**src/rtl/serial_subtractor_if.sv**
```systemverilog
// Purpose : operand/result bundle between a controller and serial_subtractor.
// Latency : none, plain signal grouping.
// Backpr. : none; start is only honoured by the subtractor while it is idle.
//
// Signals : start, a, b, bin (controller -> subtractor);
//           busy, done, diff, bout, [ovf] (subtractor -> controller).
// Macro   : SERIAL_SUB_OVF_EN adds the signed-overflow flag ovf.
interface serial_subtractor_if #(
    parameter int W = 8
);
    logic         start;
    logic [W-1:0] a;
    logic [W-1:0] b;
    logic         bin;
    logic         busy;
    logic         done;
    logic [W-1:0] diff;
    logic         bout;
`ifdef SERIAL_SUB_OVF_EN
    logic         ovf;

    modport master (
        output start, a, b, bin,
        input  busy, done, diff, bout, ovf
    );

    modport slave (
        input  start, a, b, bin,
        output busy, done, diff, bout, ovf
    );
`else
    modport master (
        output start, a, b, bin,
        input  busy, done, diff, bout
    );

    modport slave (
        input  start, a, b, bin,
        output busy, done, diff, bout
    );
`endif
endinterface

```
**src/rtl/serial_subtractor.sv**
```systemverilog
// Purpose : bit-serial W-bit subtractor, diff = a - b - bin (mod 2^W), LSB first.
// Latency : start accepted at edge 0 -> done pulses for one cycle after edge W.
// Backpr. : start is ignored while busy or during the done cycle.
//
// Ports   : clk, rst (async, active-high);
//           bus.start/a/b/bin in, bus.busy/done/diff/bout out.
// Macro   : SERIAL_SUB_OVF_EN adds bus.ovf, the signed overflow of the result.
module serial_subtractor #(
    parameter int W = 8
) (
    input  logic              clk,
    input  logic              rst,
    serial_subtractor_if.slave bus
);

    localparam int CW = (W > 2) ? $clog2(W) : 1;

    typedef enum logic [1:0] {
        IDLE  = 2'd0,
        SHIFT = 2'd1,
        DONE  = 2'd2
    } state_t;

    state_t        state;
    state_t        state_nxt;

    logic [W-1:0]  sa;          // minuend, consumed LSB first
    logic [W-1:0]  sb;          // subtrahend, consumed LSB first
    logic          br;          // borrow carried between bit-cycles
    logic [CW-1:0] cnt;         // index of the bit being processed
    logic [W-1:0]  diff_q;
    logic          bout_q;

    logic          accept;      // start taken this cycle
    logic          last;        // final bit-cycle of the operation
    logic          ai;
    logic          bi;
    logic          d;
    logic          bo;

    // One full-subtractor cell
    assign ai = sa[0];
    assign bi = sb[0];
    assign d  = ai ^ bi ^ br;
    assign bo = (~ai & bi) | (~(ai ^ bi) & br);

    // ------------------------------------------------------------------
    // Control FSM
    // ------------------------------------------------------------------
    always_ff @(posedge clk or posedge rst) begin
        if (rst) begin
            state <= IDLE;
        end else begin
            state <= state_nxt;
        end
    end

    always_comb begin
        state_nxt = state;
        accept    = 1'b0;
        last      = 1'b0;
        bus.busy  = 1'b0;
        bus.done  = 1'b0;
        unique case (state)
            IDLE: begin
                if (bus.start) begin
                    accept    = 1'b1;
                    state_nxt = SHIFT;
                end
            end
            SHIFT: begin
                bus.busy = 1'b1;
                if (cnt == CW'(W - 1)) begin
                    last      = 1'b1;
                    state_nxt = DONE;
                end
            end
            DONE: begin
                // start is deliberately not looked at here
                bus.done  = 1'b1;
                state_nxt = IDLE;
            end
            default: begin
                state_nxt = IDLE;
            end
        endcase
    end

    // ------------------------------------------------------------------
    // Datapath
    // ------------------------------------------------------------------
    always_ff @(posedge clk or posedge rst) begin
        if (rst) begin
            sa     <= '0;
            sb     <= '0;
            br     <= 1'b0;
            cnt    <= '0;
            diff_q <= '0;
            bout_q <= 1'b0;
        end else if (accept) begin
            sa     <= bus.a;
            sb     <= bus.b;
            br     <= bus.bin;
            cnt    <= '0;
            bout_q <= 1'b0;
        end else if (state == SHIFT) begin
            // Result bits enter at the MSB so that after W shifts bit 0
            // has reached position 0.
            diff_q <= {d, diff_q[W-1:1]};
            sa     <= {1'b0, sa[W-1:1]};
            sb     <= {1'b0, sb[W-1:1]};
            br     <= bo;
            cnt    <= cnt + 1'b1;
            if (last) begin
                bout_q <= bo;
            end
        end
    end

    assign bus.diff = diff_q;
    assign bus.bout = bout_q;

`ifdef SERIAL_SUB_OVF_EN
    // The shift registers are consumed during the operation, so the operand
    // sign bits are kept separately for the overflow decision.
    logic a_msb;
    logic b_msb;
    logic ovf_q;

    always_ff @(posedge clk or posedge rst) begin
        if (rst) begin
            a_msb <= 1'b0;
            b_msb <= 1'b0;
            ovf_q <= 1'b0;
        end else if (accept) begin
            a_msb <= bus.a[W-1];
            b_msb <= bus.b[W-1];
            ovf_q <= 1'b0;
        end else if (last) begin
            // d is the result sign bit on the final bit-cycle
            ovf_q <= (a_msb != b_msb) && (d != a_msb);
        end
    end

    assign bus.ovf = ovf_q;
`endif

endmodule

```
**src/flat_wrapper.sv**
```systemverilog
// flat-port wrapper written by rule: the top's interface ports become plain ports
module serial_subtractor_flat 
#(
    parameter int W = 8
)
  (clk, rst, bus_start, bus_a, bus_b, bus_bin, bus_busy, bus_done, bus_diff, bus_bout);
  serial_subtractor_if #(.W(W)) bus_i ();
  input  logic clk;
  input  logic rst;
  input wire logic [$bits(bus_i.start)-1:0] bus_start;
  input wire logic [$bits(bus_i.a)-1:0] bus_a;
  input wire logic [$bits(bus_i.b)-1:0] bus_b;
  input wire logic [$bits(bus_i.bin)-1:0] bus_bin;
  output wire logic [$bits(bus_i.busy)-1:0] bus_busy;
  output wire logic [$bits(bus_i.done)-1:0] bus_done;
  output wire logic [$bits(bus_i.diff)-1:0] bus_diff;
  output wire logic [$bits(bus_i.bout)-1:0] bus_bout;
  assign bus_i.start = bus_start;
  assign bus_i.a = bus_a;
  assign bus_i.b = bus_b;
  assign bus_i.bin = bus_bin;
  assign bus_busy = bus_i.busy;
  assign bus_done = bus_i.done;
  assign bus_diff = bus_i.diff;
  assign bus_bout = bus_i.bout;
  serial_subtractor #(.W(W)) u_core (.clk(clk), .rst(rst), .bus(bus_i));
endmodule
```
**config.mk**
```make
export PLATFORM = sky130hd
export DESIGN_NAME = serial_subtractor_flat
export DESIGN_NICKNAME = d
export VERILOG_FILES = /design/src/rtl/serial_subtractor_if.sv /design/src/rtl/serial_subtractor.sv /design/src/flat_wrapper.sv
export SDC_FILE = /design/constraint.sdc
export NUM_CORES = 1
export LEC_CHECK = 0
export ABC_AREA = 0
export CORE_UTILIZATION = 49
export CTS_CLUSTER_DIAMETER = 150
export DETAILED_ROUTE_END_ITERATION = 8
export GPL_TIMING_DRIVEN = 1
export PLACE_DENSITY = 0.88
export SYNTH_ARGS = -nofsm -noshare
export SYNTH_HDL_FRONTEND = slang
export SYNTH_SLANG_ARGS = --single-unit
```
**constraint.sdc**
```tcl
create_clock -name clk -period 1.4 [get_ports clk]
set_input_delay 0.28 -clock clk [delete_from_list [all_inputs] [get_ports clk]]
set_output_delay 0.28 -clock clk [all_outputs]
set_load 0.01 [all_outputs]
```
==> summary.txt <==
status: finished, violations left
failing checks: negative setup slack
Die Span Y: 55.6 um
n_diodes: 0
htree depth: 2
1st-pass router iterations: 4
Starting DRT DRC Count: 54
Ys Warns: 0
first-pass GRT wire length: 5490 um
largest net degree at the start of global routing: 32
clk root buf: clkbuf_4
ANT nets after route: 0
actual slew at the worst max-slew pin: 0.453 ns
Synth Flop Type: dfrtp_1
vias: 1187
end of the worst register-to-register path: u_core.bus.diff[1]$_DFFE_PP0P_
Overflow after GRT: 0
crit path from: u_core.state[1]$_DFFE_PP0P_
vias in the first global route: 1185
total track usage: 0.237
Worst VDD drop: 1.40 mV
Max Slew Vio Count: 0
CTS sink count: 31
top cell type's share of synthesized area: 0.551
unrepaired setup endpoints after global routing: true
Synth area leader: dfrtp_1
crit-path leading delay family: flip-flops
Vias/cell: 6.06
Hold Slack: 0.271 ns
Mapped Cells: 124
CP bufs+invs: 3
fill cell count: 202
clk_lat worst skew: 0.34 ns
origin of the critical flop-to-flop path: u_core.state[1]$_DFFE_PP0P_
asr flop ratio synth: 1.00
Rel. slew slack: 0.698
FF-to-FF path depth: 4
Pleak: 0.830 nW
Seq cells post-synth: 31
CP Launch Type: register
critical path type: reg2out
layout cells sized above 1: 0.212
num rows: 19
Clock Skews: 0.0113 ns
CTS tree: done
critical-path cell list: buf_6 -> nand2b_4 -> inv_2 -> buf_6
setup violators final: 2
Die ar.: 3090 um2
Cell Area, Synth: 1410 um2
sequential cell area: 776 um2
Residual DRC: 0
initial core utilization: 0.515
RD Place Congestion: 0.821
HPWL after DPL: 2240 um
total wire length: 3280 um
Post-Route Setup TNS: -0.0428 ns
wire per inst: 16.8 um
CTS buffer count: 5
synth top area cells: dfrtp_1 55%, o22ai_1 12%, a21oi_1 5.3%
CP max stage delay: 0.41 ns
Crit Path Max Fanout: 2
crit path DAT: 1.15 ns
port bufs: 30
distinct cell type count after synthesis: 25
initial antenna violation count: 0
number of synthesized flops with an enable pin: 0
CP endpoint kind: primary output
syn avg cell area: 11.4 um2
Max Freq: 698 MHz
CTS clk-pin slew, worst paths: 0.10 ns
fin worst setup slack: -0.0336 ns
Final period util: 1.02
max_cap viols: 0
area of the multi-input gates: 577 um2
Period minus WS final: 1.43 ns
top-count cell post-synth: dfrtp_1
area grow syn2layout: 32.0%
cts hold-fix bufs: 0
CP max stage cell: dfrtp_1
synthesized net count: 147
# IOs: 31
Worst EP required: 1.12 ns
Commonest cells post-synth: 31 x dfrtp_1, 28 x o22ai_1, 15 x a21oi_1
Cell Pwr Density: 2120 nW/um2
FF-to-FF setup slack: -0.01 ns
worst hold path class: in2async
Clock Path Buffers: 2
post-synthesis sequential area ratio: 0.551
die width: 55.6 um
Final Hold Fails: 0
core area: 2730 um2
Final Net Count: 187
Most common cell on crit path: buf_6
placed cells by master (no fill, tap or decap), types with 2 or more instances in the layout:
| cell | n |
|---|---|
| o22ai_1 | 27 |
| mux2_2 | 3 |
| a22o_1 | 3 |
| clkbuf_4 | 5 |
| mux2_4 | 5 |
| a21oi_1 | 15 |
| clkbuf_1 | 2 |
| ha_1 | 2 |
| nor2_1 | 4 |
| clkdlybuf4s50_1 | 19 |
| nand2_1 | 3 |
| nand2b_4 | 2 |
| o21ai_0 | 7 |
| dfrtp_1 | 31 |
| buf_4 | 9 |
| dlygate4sd2_1 | 9 |
| buf_6 | 3 |
| inv_1 | 4 |
how the worst max path moves through the flow:
stage	to	slack, ns	depth (start not counted)
after floorplan	u_core.bus.diff[2]$_DFFE_PP0P_	0.16	4
after global placement	u_core.sa[5]$_DFFE_PP0P_	-0.05	5
after detailed placement	u_core.sb[0]$_DFFE_PP0P_	-0.11	5
after CTS	bus_busy	-0.05	4
after global routing	bus_busy	-0.08	4
final	bus_busy	-0.03	4
repair_timing:
item | in CTS | in global routing
setup endpoints to repair | 11 | 19
pin swaps | 0 | 0
buffers inserted | 1 | 0
gates resized for setup | 19 | 7
kinds of logic after synthesis:
logic type	count (synthesis)	synth area share
buffers and inverters	15	0.0648
muxes	8	0.0773
and+or+nand+nor	12	0.0417
adders and majority gates	3	0.0320
DFF	31	0.551
AOI/OAI and AO/OA	55	0.234
through the flow:
stage / instances / power [mW] / worst slack [ns] / utilization / area [um2]
3_5_place_dp: 187 / 3.45 / -0.113 / 0.649 / 1770
6_report: 196 / 3.93 / -0.0336 / 0.680 / 1860
5_1_grt: 196 / 4.22 / -0.0775 / 0.680 / 1860
4_1_cts: 196 / 3.88 / -0.0476 / 0.671 / 1830
3_3_place_gp: 187 / 3.31 / -0.0528 / 0.649 / 1770
2_1_floorplan: 124 / 2.81 / 0.162 / - / 1410
area by class of cell:
class,count,share of cell area
clock buffer,7,0.0242
timing repair buffer,42,0.213
inverter,6,0.0121
tap,31,0.0209
clock inverter,1,0.00269
multi-input combinational,78,0.310
sequential,31,0.417
flip-flops by register name (all words and copies together), names as in the netlist:
| name | count |
|---|---|
| u_core.bus.bout | 1 |
| u_core.sb | 8 |
| u_core.cnt | 3 |
| u_core.br | 1 |
| u_core.bus.diff | 8 |
| u_core.sa | 8 |
| u_core.state | 2 |
power breakdown:
part / switching [mW] / total [mW] / internal (mW)
Clock: 0.296 / 0.491 / 0.195
Sequential: 0.334 / 1.66 / 1.32
Combinational: 0.824 / 1.79 / 0.963
worst register-to-register path, delay by kind of cell, from the launching register on:
family / cells / cell delay, ns
muxes: 1 / 0.39
DFF: 1 / 0.39
and+or+nand+nor: 1 / 0.11
buffers and inverters: 2 / 0.41
routing by layer:
metal / wire [um] / vias to the layer above / part of all wire / track usage
li1: - / 546 / - / -
met1: 1360 / 576 / 0.41 / 0.283
met2: 1600 / 55 / 0.49 / 0.377
met3: 238 / 10 / 0.072 / 0.0884
met4: 82 / 0 / 0.025 / 0.114
met5: 0 / - / 0 / 0
Note: power is estimated with default switching activity, not from simulation.
